**config.mk**
```make
export PLATFORM = sky130hd
export DESIGN_NAME = router_nic_port_flat
export DESIGN_NICKNAME = d
export VERILOG_FILES = /design/src/rtl/router_nic_port_if.sv /design/src/rtl/router_nic_port.sv /design/src/flat_wrapper.sv
export SDC_FILE = /design/constraint.sdc
export NUM_CORES = 1
export LEC_CHECK = 0
export ABC_CLOCK_PERIOD_IN_PS = 8300
export CAP_MARGIN = 20
export CORE_AREA = 2 2 140 142
export DETAILED_ROUTE_END_ITERATION = 12
export DIE_AREA = 0 0 142 144
export HOLD_SLACK_MARGIN = 0.06
export PLACE_DENSITY = 0.79
export SYNTH_ARGS = -nofsm -noshare
export SYNTH_HDL_FRONTEND = slang
export SYNTH_SLANG_ARGS = --single-unit
```
**constraint.sdc**
```tcl
create_clock -name clk -period 8.3 [get_ports clk]
set_input_delay 1.245 -clock clk [delete_from_list [all_inputs] [get_ports clk]]
set_output_delay 1.245 -clock clk [all_outputs]
set_load 0.005 [all_outputs]
```
**src/rtl/router_nic_port_if.sv**
```systemverilog
// rtl/router_nic_port_if.sv - NIC link and crossbar handshake bundle for router_nic_port
interface router_nic_port_if #(
    parameter int PACKET_WIDTH = 64
);
    logic                    nic_so;
    logic [PACKET_WIDTH-1:0] nic_do;
    logic                    nic_ro;
    logic                    nic_si;
    logic [PACKET_WIDTH-1:0] nic_di;
    logic                    nic_ri;
    logic                    nic_polarity;
    logic                    xin_valid;
    logic [PACKET_WIDTH-1:0] xin_data;
    logic                    xin_ready;
    logic                    xout_valid;
    logic [PACKET_WIDTH-1:0] xout_data;
    logic                    xout_ready;

    // The router port itself
    modport slave (
        input  nic_so, nic_do, nic_ri, xin_ready, xout_valid, xout_data,
        output nic_ro, nic_si, nic_di, nic_polarity, xin_valid, xin_data, xout_ready
    );

    // The NIC plus crossbar side driving the port
    modport master (
        output nic_so, nic_do, nic_ri, xin_ready, xout_valid, xout_data,
        input  nic_ro, nic_si, nic_di, nic_polarity, xin_valid, xin_data, xout_ready
    );
endinterface

```
**src/rtl/router_nic_port.sv**
```systemverilog
// rtl/router_nic_port.sv - router-side NIC endpoint; optional packet counters via ROUTER_NIC_PORT_PKT_CNT_EN
module router_nic_port #(
    parameter int PACKET_WIDTH = 64
) (
    input  logic              clk,
    input  logic              reset,
    router_nic_port_if.slave  bus
`ifdef ROUTER_NIC_PORT_PKT_CNT_EN
    ,
    input  logic              cnt_clr,
    output logic [15:0]       rx_count,
    output logic [15:0]       tx_count
`endif
);

    typedef enum logic [1:0] {
        ST_IDLE  = 2'd0,
        ST_GRANT = 2'd1,
        ST_FULL  = 2'd2
    } ing_state_t;

    logic                    polarity_q;
    ing_state_t              state_q, state_d;
    logic                    capture;
    logic [PACKET_WIDTH-1:0] buf_q;

    logic [PACKET_WIDTH-1:0] mem_q [2];
    logic                    wr_ptr_q, rd_ptr_q;
    logic [1:0]              count_q;
    logic                    push, pop;

    // Link polarity flips on every edge: odd phases grant ingress, even phases send egress
    always_ff @(posedge clk or posedge reset) begin
        if (reset) polarity_q <= 1'b0;
        else       polarity_q <= ~polarity_q;
    end

    // Ingress next-state: grant in odd phase, one-cycle grant window, hold until crossbar takes it
    always_comb begin
        state_d = state_q;
        capture = 1'b0;
        case (state_q)
            ST_IDLE:  if (polarity_q) state_d = ST_GRANT;
            ST_GRANT: begin
                if (bus.nic_so) begin
                    state_d = ST_FULL;
                    capture = 1'b1;
                end else begin
                    state_d = ST_IDLE;
                end
            end
            ST_FULL:  if (bus.xin_ready) state_d = ST_IDLE;
            default:  state_d = ST_IDLE;
        endcase
    end

    // Ingress state and single-entry buffer
    always_ff @(posedge clk or posedge reset) begin
        if (reset) begin
            state_q <= ST_IDLE;
            buf_q   <= '0;
        end else begin
            state_q <= state_d;
            if (capture) buf_q <= bus.nic_do;
        end
    end

    // nic_ro/xout_ready are masked during reset so every output reads 0 while it is held
    assign bus.nic_ro       = ~reset & (state_q == ST_IDLE);
    assign bus.xin_valid    = (state_q == ST_FULL);
    assign bus.xin_data     = bus.xin_valid ? buf_q : '0;
    assign bus.nic_polarity = polarity_q;

    assign bus.xout_ready = ~reset & (count_q < 2'd2);
    assign bus.nic_si     = (count_q != 2'd0) & ~polarity_q;
    assign bus.nic_di     = bus.nic_si ? mem_q[rd_ptr_q] : '0;
    assign push           = bus.xout_valid & bus.xout_ready;
    assign pop            = bus.nic_si & bus.nic_ri;

    // Egress two-entry circular FIFO
    always_ff @(posedge clk or posedge reset) begin
        if (reset) begin
            mem_q[0] <= '0;
            mem_q[1] <= '0;
            wr_ptr_q <= 1'b0;
            rd_ptr_q <= 1'b0;
            count_q  <= 2'd0;
        end else begin
            if (push) begin
                mem_q[wr_ptr_q] <= bus.xout_data;
                wr_ptr_q        <= ~wr_ptr_q;
            end
            if (pop) rd_ptr_q <= ~rd_ptr_q;
            case ({push, pop})
                2'b10:   count_q <= count_q + 2'd1;
                2'b01:   count_q <= count_q - 2'd1;
                default: count_q <= count_q;
            endcase
        end
    end

`ifdef ROUTER_NIC_PORT_PKT_CNT_EN
    logic [15:0] rx_cnt_q, tx_cnt_q;

    // Saturating transfer counters; clear wins over a same-cycle increment
    always_ff @(posedge clk or posedge reset) begin
        if (reset) begin
            rx_cnt_q <= 16'd0;
            tx_cnt_q <= 16'd0;
        end else if (cnt_clr) begin
            rx_cnt_q <= 16'd0;
            tx_cnt_q <= 16'd0;
        end else begin
            if (capture && rx_cnt_q != 16'hFFFF) rx_cnt_q <= rx_cnt_q + 16'd1;
            if (pop && tx_cnt_q != 16'hFFFF)     tx_cnt_q <= tx_cnt_q + 16'd1;
        end
    end

    assign rx_count = rx_cnt_q;
    assign tx_count = tx_cnt_q;
`endif

endmodule

```
**src/flat_wrapper.sv**
```systemverilog
// flat-port wrapper written by rule: the top's interface ports become plain ports
module router_nic_port_flat 
#(
    parameter int PACKET_WIDTH = 64
)
  (clk, reset, bus_nic_so, bus_nic_do, bus_nic_ri, bus_xin_ready, bus_xout_valid, bus_xout_data, bus_nic_ro, bus_nic_si, bus_nic_di, bus_nic_polarity, bus_xin_valid, bus_xin_data, bus_xout_ready);
  router_nic_port_if #(.PACKET_WIDTH(PACKET_WIDTH)) bus_i ();
  input  logic clk;
  input  logic reset;
  input wire logic [$bits(bus_i.nic_so)-1:0] bus_nic_so;
  input wire logic [$bits(bus_i.nic_do)-1:0] bus_nic_do;
  input wire logic [$bits(bus_i.nic_ri)-1:0] bus_nic_ri;
  input wire logic [$bits(bus_i.xin_ready)-1:0] bus_xin_ready;
  input wire logic [$bits(bus_i.xout_valid)-1:0] bus_xout_valid;
  input wire logic [$bits(bus_i.xout_data)-1:0] bus_xout_data;
  output wire logic [$bits(bus_i.nic_ro)-1:0] bus_nic_ro;
  output wire logic [$bits(bus_i.nic_si)-1:0] bus_nic_si;
  output wire logic [$bits(bus_i.nic_di)-1:0] bus_nic_di;
  output wire logic [$bits(bus_i.nic_polarity)-1:0] bus_nic_polarity;
  output wire logic [$bits(bus_i.xin_valid)-1:0] bus_xin_valid;
  output wire logic [$bits(bus_i.xin_data)-1:0] bus_xin_data;
  output wire logic [$bits(bus_i.xout_ready)-1:0] bus_xout_ready;
  assign bus_i.nic_so = bus_nic_so;
  assign bus_i.nic_do = bus_nic_do;
  assign bus_i.nic_ri = bus_nic_ri;
  assign bus_i.xin_ready = bus_xin_ready;
  assign bus_i.xout_valid = bus_xout_valid;
  assign bus_i.xout_data = bus_xout_data;
  assign bus_nic_ro = bus_i.nic_ro;
  assign bus_nic_si = bus_i.nic_si;
  assign bus_nic_di = bus_i.nic_di;
  assign bus_nic_polarity = bus_i.nic_polarity;
  assign bus_xin_valid = bus_i.xin_valid;
  assign bus_xin_data = bus_i.xin_data;
  assign bus_xout_ready = bus_i.xout_ready;
  router_nic_port #(.PACKET_WIDTH(PACKET_WIDTH)) u_core (.clk(clk), .reset(reset), .bus(bus_i));
endmodule
```
; Word-level counts from Yosys, hierarchy flattened
; Index checks and enable logic that the tools add are counted.
[word_totals]
register_bits = 199
inputBits = 134
output_inout_bits = 133
[op_classes]
n_addsub = 2
magnitude_cmp = 4
eq_ne = 6
muxes = 15
n_bitwise = 11
reduce_logical = 5
[op_table]
columns = op, n
row1 = 64-bit two-way mux, 6
row2 = 128-bit bitwise mux, 1
row3 = 64-bit demux with 1-bit select, 1
row4 = 2-bit two-way mux, 3
row5 = 2-bit one-hot mux with 3 select lines, 1
row6 = 1-bit AND, 5
row7 = 2-bit by 1-bit equality test with 1-bit output (second input constant), 2
row8 = 2-bit equality test (second input constant), 2
row9 = 2-bit >= comparator (second input constant), 2
row10 = 1-bit NOT, 4
row11 = 1-bit NOT with 2-bit output, 2
row12 = 2-bit one-hot mux with 2 select lines, 1
row13 = 2-bit nonzero test, 2
row14 = 2-bit by 1-bit adder with 2-bit output (second input constant), 1
row15 = 2-bit zero test, 1
row16 = 2-bit by 1-bit less-than comparator with 1-bit output (second input constant), 1
row17 = 2-bit less-than comparator (second input constant), 1
row18 = 1-bit two-way mux, 2
row19 = 2-bit by 1-bit != test with 1-bit output (second input constant), 1
row20 = 2-bit != test (second input constant), 1
row21 = 2-bit AND reduction, 1
row22 = 2-bit by 1-bit subtractor with 2-bit output (second input constant), 1
row23 = 1-bit logical AND, 1

; Depth between registers and ports, before layout
; Gate-level depths: netlist (run 1).
[logic_depth]
word_depth = 6
depth_mapped = 8
depth_no_buf = 8

; Worst setup path after synthesis (run 1)
; No wires, ideal clock.
[synth_timing]
path_type = input to output
start = input reset
end = output bus_nic_ro
arrival_ns = 1.437
slack_ns = 5.618
cell_stages = 1
cell_sequence = nor3_1
[synth_between]
elab_chain_cells = 2
[synth_lines]
columns = item, line
row1 = "start, declared", flat_wrapper.sv:9  ; input logic reset;
row2 = 1-bit NOT, router_nic_port.sv:69  ; assign bus.nic_ro = ~reset & (state_q == ST_IDLE);
row3 = 1-bit AND, router_nic_port.sv:69
row4 = "end, declared", flat_wrapper.sv:16  ; output wire logic [$bits(bus_i.nic_ro)-1:0] bus_nic_ro;
; No other way between the ends.

; Final worst setup path (run 1)
[layout_timing]
start = register u_core.rd_ptr_q
end = output bus_nic_di[48]
[layout_between]
elab_chain_cells = 5
[layout_lines]
columns = item, line
row1 = "start, declared", router_nic_port.sv:28  ; logic wr_ptr_q, rd_ptr_q;
row2 = "start signal, assigned", router_nic_port.sv:93  ; if (pop) rd_ptr_q <= ~rd_ptr_q;
row3 = 1-bit NOT with 2-bit output (implied by the code), router_nic_port.sv:76  ; assign bus.nic_di = bus.nic_si ? mem_q[rd_ptr_q] : '0;
row4 = 64-bit two-way mux (implied by the code) (3 in series), router_nic_port.sv:76
row5 = 64-bit two-way mux, router_nic_port.sv:76
row6 = "end, declared", flat_wrapper.sv:18  ; output wire logic [$bits(bus_i.nic_di)-1:0] bus_nic_di;
; No other way between the ends. The select of a mux whose other input is x is not followed.

==> metrics.yaml, run 1 <==
global_route:
  grt_start_max_net_pins: 123
  antenna_found_initial: 1
  grt_overflow: 0
  grt_pass1_vias: 5965
  grt_pass1_wl_mm: 31.0
  grtUsageTotal_pct: 19.4
floorplan:
  die_w_um: 142
  core_area_mm2: 0.0191
  die_y_um: 144
  io_pins: 267
  die-area_mm2: 0.0204
  num_rows: 51
  start_util_pct: 46.2
worst_setup_path:
  crit_start: "u_core.rd_ptr_q"
  worstPathArrival_ns: 2.71
  r2r_cells: 4
  worstReg2RegEnd: "u_core.mem_q[105]"
  crit_fanout: 49
  start_kind: "register"
  critical_path_class: "register to output port"
  end_kind: "output port"
  critical_path_required_ns: 7.05
  reg2reg_slack_ns: 5.95
  r2r-start: "u_core.count_q[1]"
  cp-endpoint: "bus_nic_di[48]"
power:
  vdd_drop_max_mv: 0.143
  p_switching_uw: 941
  p_int_uw: 2520
  power_uw: 3460
  combPwrFrac_pct: 28.1
  p_leak_uw: 0.00520
  power.density_mw_per_mm2: 282
  swShare_pct: 27.2
  clkPwrFrac_pct: 26.0
  seq_power_share_pct: 45.9
job:
  maxCapViolations: 0
route:
  drtIter0Drc: 226
  firstDrtPassIters: 4
  vias: 5831
  wl_mm: 19.8
  wl_per_cell_um: 17.2
  vias_per_cell: 5.07
  drcViolationCount: 0
  antenna_left: 0
sta:
  skew_ns: 0.00895
  relSlewSlack_pct: 36.2
  setup_viol: 0
  rsz0062_at_grt: "false"
  fin_crit_ns: 3.95
  tightest_slew_ns: 0.957
  finalHoldViolations: 0
  post-route-period-util_pct: 47.6
  finalSetupTns_ns: 0
  max_freq_mhz: 253
  slew_viol_final: 0
cells_and_area:
  synthToLayoutAreaGrowth_pct: 39.7
  drive_gt1_share_pct: 26.1
  fin_cells: 1150
  finalNetCount: 1033
cts:
  cts_tree: "built"
  cts_setup_buffers: 0
  path_clk_slew_ns: 0.07
  cts_inserted_buffers: 17
  cts-root-buf: "clkbuf_16"
  cts.path.max_buffers: 2
  cts_resized: 0
  clk_latency_ns: 0.42
  cts_sinks: 199
  holdBufCountCts: 0
  h-tree-depth: 4
yosys:
  yosysWarnings: 0
  synth_common_cells: "199 x dfrtp_1, 192 x mux2_2, 66 x nor2_1"
  synthArstFlopShare_pct: 100
  synth_edf_count: 0
  syn_avg_cell_area_um2: 13.6
  post-synth-top-area-cell: "dfrtp_1"
  ys_types: 22
  synth_area_mm2: 0.00881
  synthMostInstantiatedCell: "dfrtp_1"
  syn-num-nets: 782
  netlist_instances: 647
  ys_ff_latch: 199
  synth_flop_cell: "dfrtp_1"
  seq_area_frac_synth_pct: 56.6
  synth_top_area_share_pct: 56.6
  synth_area_leaders: "dfrtp_1 57%, mux2_2 25%, mux2i_1 7.3%"
place:
  routabilityCongestion: 0.736
  portBuffers: 266
  dpl.cell_count: 1116
  dp_hpwl_mm: 13.0
min_path:
  hold_path_class: "register to register"
run_status:
  status: "finished clean"
worst min-delay path by stage:
stage,start,endpoint,slack (ns),cells past startpoint
final,u_core.bus.nic_polarity,u_core.bus.nic_polarity,0.49,1
after global routing,u_core.buf_q[29],u_core.buf_q[29],0.51,1
after floorplan,u_core.state_q[1],u_core.state_q[0],0.43,1
after detailed placement,u_core.bus.nic_polarity,u_core.bus.nic_polarity,0.48,1
after CTS,u_core.bus.nic_polarity,u_core.bus.nic_polarity,0.50,1
after global placement,u_core.buf_q[32],u_core.buf_q[32],0.48,1
routing by layer:
layer / global-route usage, % / part of all wire [%]
met4: 4.58 / 0.93
met2: 30.9 / 47
met3: 9.74 / 11
met5: 0 / 0.051
met1: 23.7 / 42
power groups by stage:
stage	Combinational, uW	Clock (uW)	Sequential, uW
after detailed placement	984	0	1610
final	973	900	1590
after global routing	1060	963	1640
after CTS	992	920	1590
after global placement	961	0	1590
after floorplan	756	0	1520
worst max-delay path: stages (launching register included):
cell,delay [ns]
dfrtp_4,0.62
buf_4,0.75
mux2i_1,0.16
nor2_1,0.12
clkdlybuf4s50_1,0.62
cells in the final DEF, fill, tap and decap left out, drive strengths merged, types with 2 or more instances in the layout:
cell / synthesis / layout
xnor2: 3 / 3
nor3: 2 / 2
bufinv: 0 / 4
mux2i: 64 / 64
xor2: 2 / 2
and2: 65 / 65
dfrtp: 199 / 199
clkbuf: 15 / 18
mux2: 192 / 192
clkdlybuf4s50: 0 / 266
inv: 3 / 9
clkinv: 0 / 3
buf: 27 / 8
nor2: 67 / 67
cell families after synthesis:
family,after synthesis,synth area share (%)
fa+ha+maj,1,0.142
mux,256,31.8
compound gates,1,0.0568
flops,199,56.6
xor+xnor,5,0.497
simple gates,140,8.21
buf+inv,45,2.71
state kept, by name (all words and copies together), names as in the netlist:
name                     cells
u_core.wr_ptr_q              1
u_core.count_q               2
u_core.rd_ptr_q              1
u_core.bus.nic_polarity      1
u_core.mem_q               128
u_core.buf_q                64
u_core.state_q               2
cell type report:
cell class / instances / area [um2]
Inverter: 3 / 18.8
Fill cell: 1498 / 6780
Sequential cell: 199 / 4980
Clock buffer: 18 / 439
Antenna cell: 1 / 2.50
Tap cell: 238 / 298
Multi-Input combinational cell: 403 / 3610
Clock inverter: 14 / 208
Timing Repair Buffer: 274 / 2740
metrics by stage:
| step | area [um2] | hold slack, ns | worst slack, ns | utilization (%) |
|---|---|---|---|---|
| after global placement | 11600 | 0.479 | 4.41 | 60.9 |
| after CTS | 12300 | 0.499 | 4.27 | 64.3 |
| after global routing | 12300 | 0.514 | 4.21 | 64.5 |
| after detailed placement | 11600 | 0.483 | 4.40 | 60.9 |
| final | 12300 | 0.492 | 4.35 | 64.5 |
| after floorplan | 8810 | 0.434 | 1.63 | - |
No activity file was read; power rests on OpenSTA's default activity.
==> run 2, diff against run 1 <==
- ABC_CLOCK_PERIOD_IN_PS: 8300 -> 4000
- clock period: 8.3 -> 4 ns (I/O delays scaled with it)
==> run 2 against run 1 <==
Net effect: clock power rose by 82%; wire length rose by 3.5%; clock skew rose by 0.0047 ns; flip-flop and latch count unchanged; global-route usage grew 0.99 points; sequential power up 110%; final area about the same; critical path depth is the same; non-clock buffer count grew 5; critical path type unchanged; register-to-register slack worse by 4.1 ns; utilization barely moved.
==> metrics.yaml, run 2 (same netlist as run 1, synthesis figures left out) <==
run_status:
  status: "finished clean"
global_route:
  grt_overflow: 0
  grtUsageTotal_pct: 20.4
  grt_start_max_net_pins: 66
  antenna_found_initial: 0
  grt_pass1_vias: 6124
  grt_pass1_wl_mm: 32.2
sta:
  relSlewSlack_pct: 41.3
  hold_ws_ns: 0.498
  slew_viol_final: 0
  setup_ws_ns: 0.940
  fin_crit_ns: 3.06
  finalSetupTns_ns: 0
  finalHoldViolations: 0
  rsz0062_at_grt: "false"
  post-route-period-util_pct: 76.5
  setup_viol: 0
  tightest_slew_ns: 0.879
  max_freq_mhz: 327
  skew_ns: 0.0136
cts:
  cts_sinks: 199
  cts-root-buf: "clkbuf_16"
  cts.path.max_buffers: 2
  h-tree-depth: 4
  cts_tree: "built"
  cts_inserted_buffers: 17
  clk_latency_ns: 0.43
  path_clk_slew_ns: 0.07
  holdBufCountCts: 0
  cts_setup_buffers: 0
  cts_resized: 0
cells_and_area:
  top_register: "u_core.mem_q"
  synthToLayoutAreaGrowth_pct: 39.6
  final_common_cell: "clkdlybuf4s50_1"
  ff_latch_area_mm2: 0.00498
  finalNetCount: 1038
  fin_cells: 1154
  layout_common_cells: "266 x clkdlybuf4s50_1, 198 x dfrtp_1, 192 x mux2_2"
  largest_reg_flops: 128
  top_regs: "u_core.mem_q (128), u_core.buf_q (64)"
  n_antenna_cell: 0
  nFillCells: 1473
  drive_gt1_share_pct: 26.4
  multiInputGateArea_mm2: 0.00361
worst_setup_path:
  worstPathArrival_ns: 2.46
  start_kind: "register"
  reg2reg_slack_ns: 1.88
  crit_fanout: 41
  critical_path_required_ns: 3.40
  critical_path_class: "register to output port"
  r2r-start: "u_core.count_q[1]"
  end_kind: "output port"
  crit_start: "u_core.rd_ptr_q"
route:
  wl_per_cell_um: 17.7
  drtIter0Drc: 175
  vias_per_cell: 5.03
  drcViolationCount: 0
  vias: 5802
  antenna_left: 0
  wl_mm: 20.5
  firstDrtPassIters: 4
place:
  portBuffers: 266
  dp_hpwl_mm: 14.1
  dpl.cell_count: 1122
  preCtsSetupSlack_ns: 1.19
  routabilityCongestion: 0.758
power:
  power.density_mw_per_mm2: 569
  vdd_drop_max_mv: 0.290
  p_leak_uw: 0.00520
floorplan:
  core_area_mm2: 0.0191
  die-area_mm2: 0.0204
  io_pins: 267
  die_y_um: 144
  num_rows: 51
  die_w_um: 142
  start_util_pct: 46.2
min_path:
  hp-start: "u_core.buf_q[34]"
  hold_path_class: "register to register"
job:
  maxCapViolations: 0
-- run 2: area by class of cell --
cell class                      instances  area share [%]
Timing Repair Buffer                  279            23.0
Inverter                                3           0.122
Clock inverter                         14            1.12
Clock buffer                           18            3.49
Tap cell                              238            2.42
Multi-Input combinational cell        403            29.3
Sequential cell                       199            40.5
-- run 2: through the flow --
stage | total power, uW | instance area [um2] | util [%]
final | 7000 | 12300 | 64.4
after CTS | 7090 | 12300 | 64.4
after global placement | 5320 | 11700 | 61.5
after detailed placement | 5430 | 11700 | 61.5
after floorplan | 4730 | 8810 | -
after global routing | 7440 | 12300 | 64.4
-- run 2: layer usage --
| metal | global-route usage [%] | routed length (um) | up-vias |
|---|---|---|---|
| met2 | 32.4 | 9610 | 202 |
| met5 | 0 | 0 | - |
| li1 | - | - | 2723 |
| met4 | 5.74 | 280 | 0 |
| met3 | 9.07 | 1960 | 20 |
| met1 | 25.3 | 8620 | 2857 |
-- run 2: critical path, stage by stage (launching register included) --
cell and delay, ns:
dfrtp_4 0.94, buf_12 0.30, mux2i_1 0.10, nor2_1 0.14, clkdlybuf4s50_1 0.55
-- run 2: final timing paths --
| check | endpoint | cells after the start |
|---|---|---|
| worst min register to register | u_core.buf_q[34] | 1 |
| max in group asynchronous | u_core.mem_q[5] | 3 |
| worst max register to register | u_core.mem_q[9] | 4 |
| worst min-delay path | u_core.buf_q[34] | 1 |
| worst max-delay path | bus_nic_di[48] | 4 |
| min in group asynchronous | u_core.buf_q[30] | 2 |
-- run 2: power by group --
| part | switching [uW] | total, uW | internal, uW |
|---|---|---|---|
| Combinational | 665 | 1990 | 1330 |
| Clock | 810 | 1640 | 828 |
| Sequential | 531 | 3370 | 2840 |
| Total | 2010 | 7000 | 4990 |
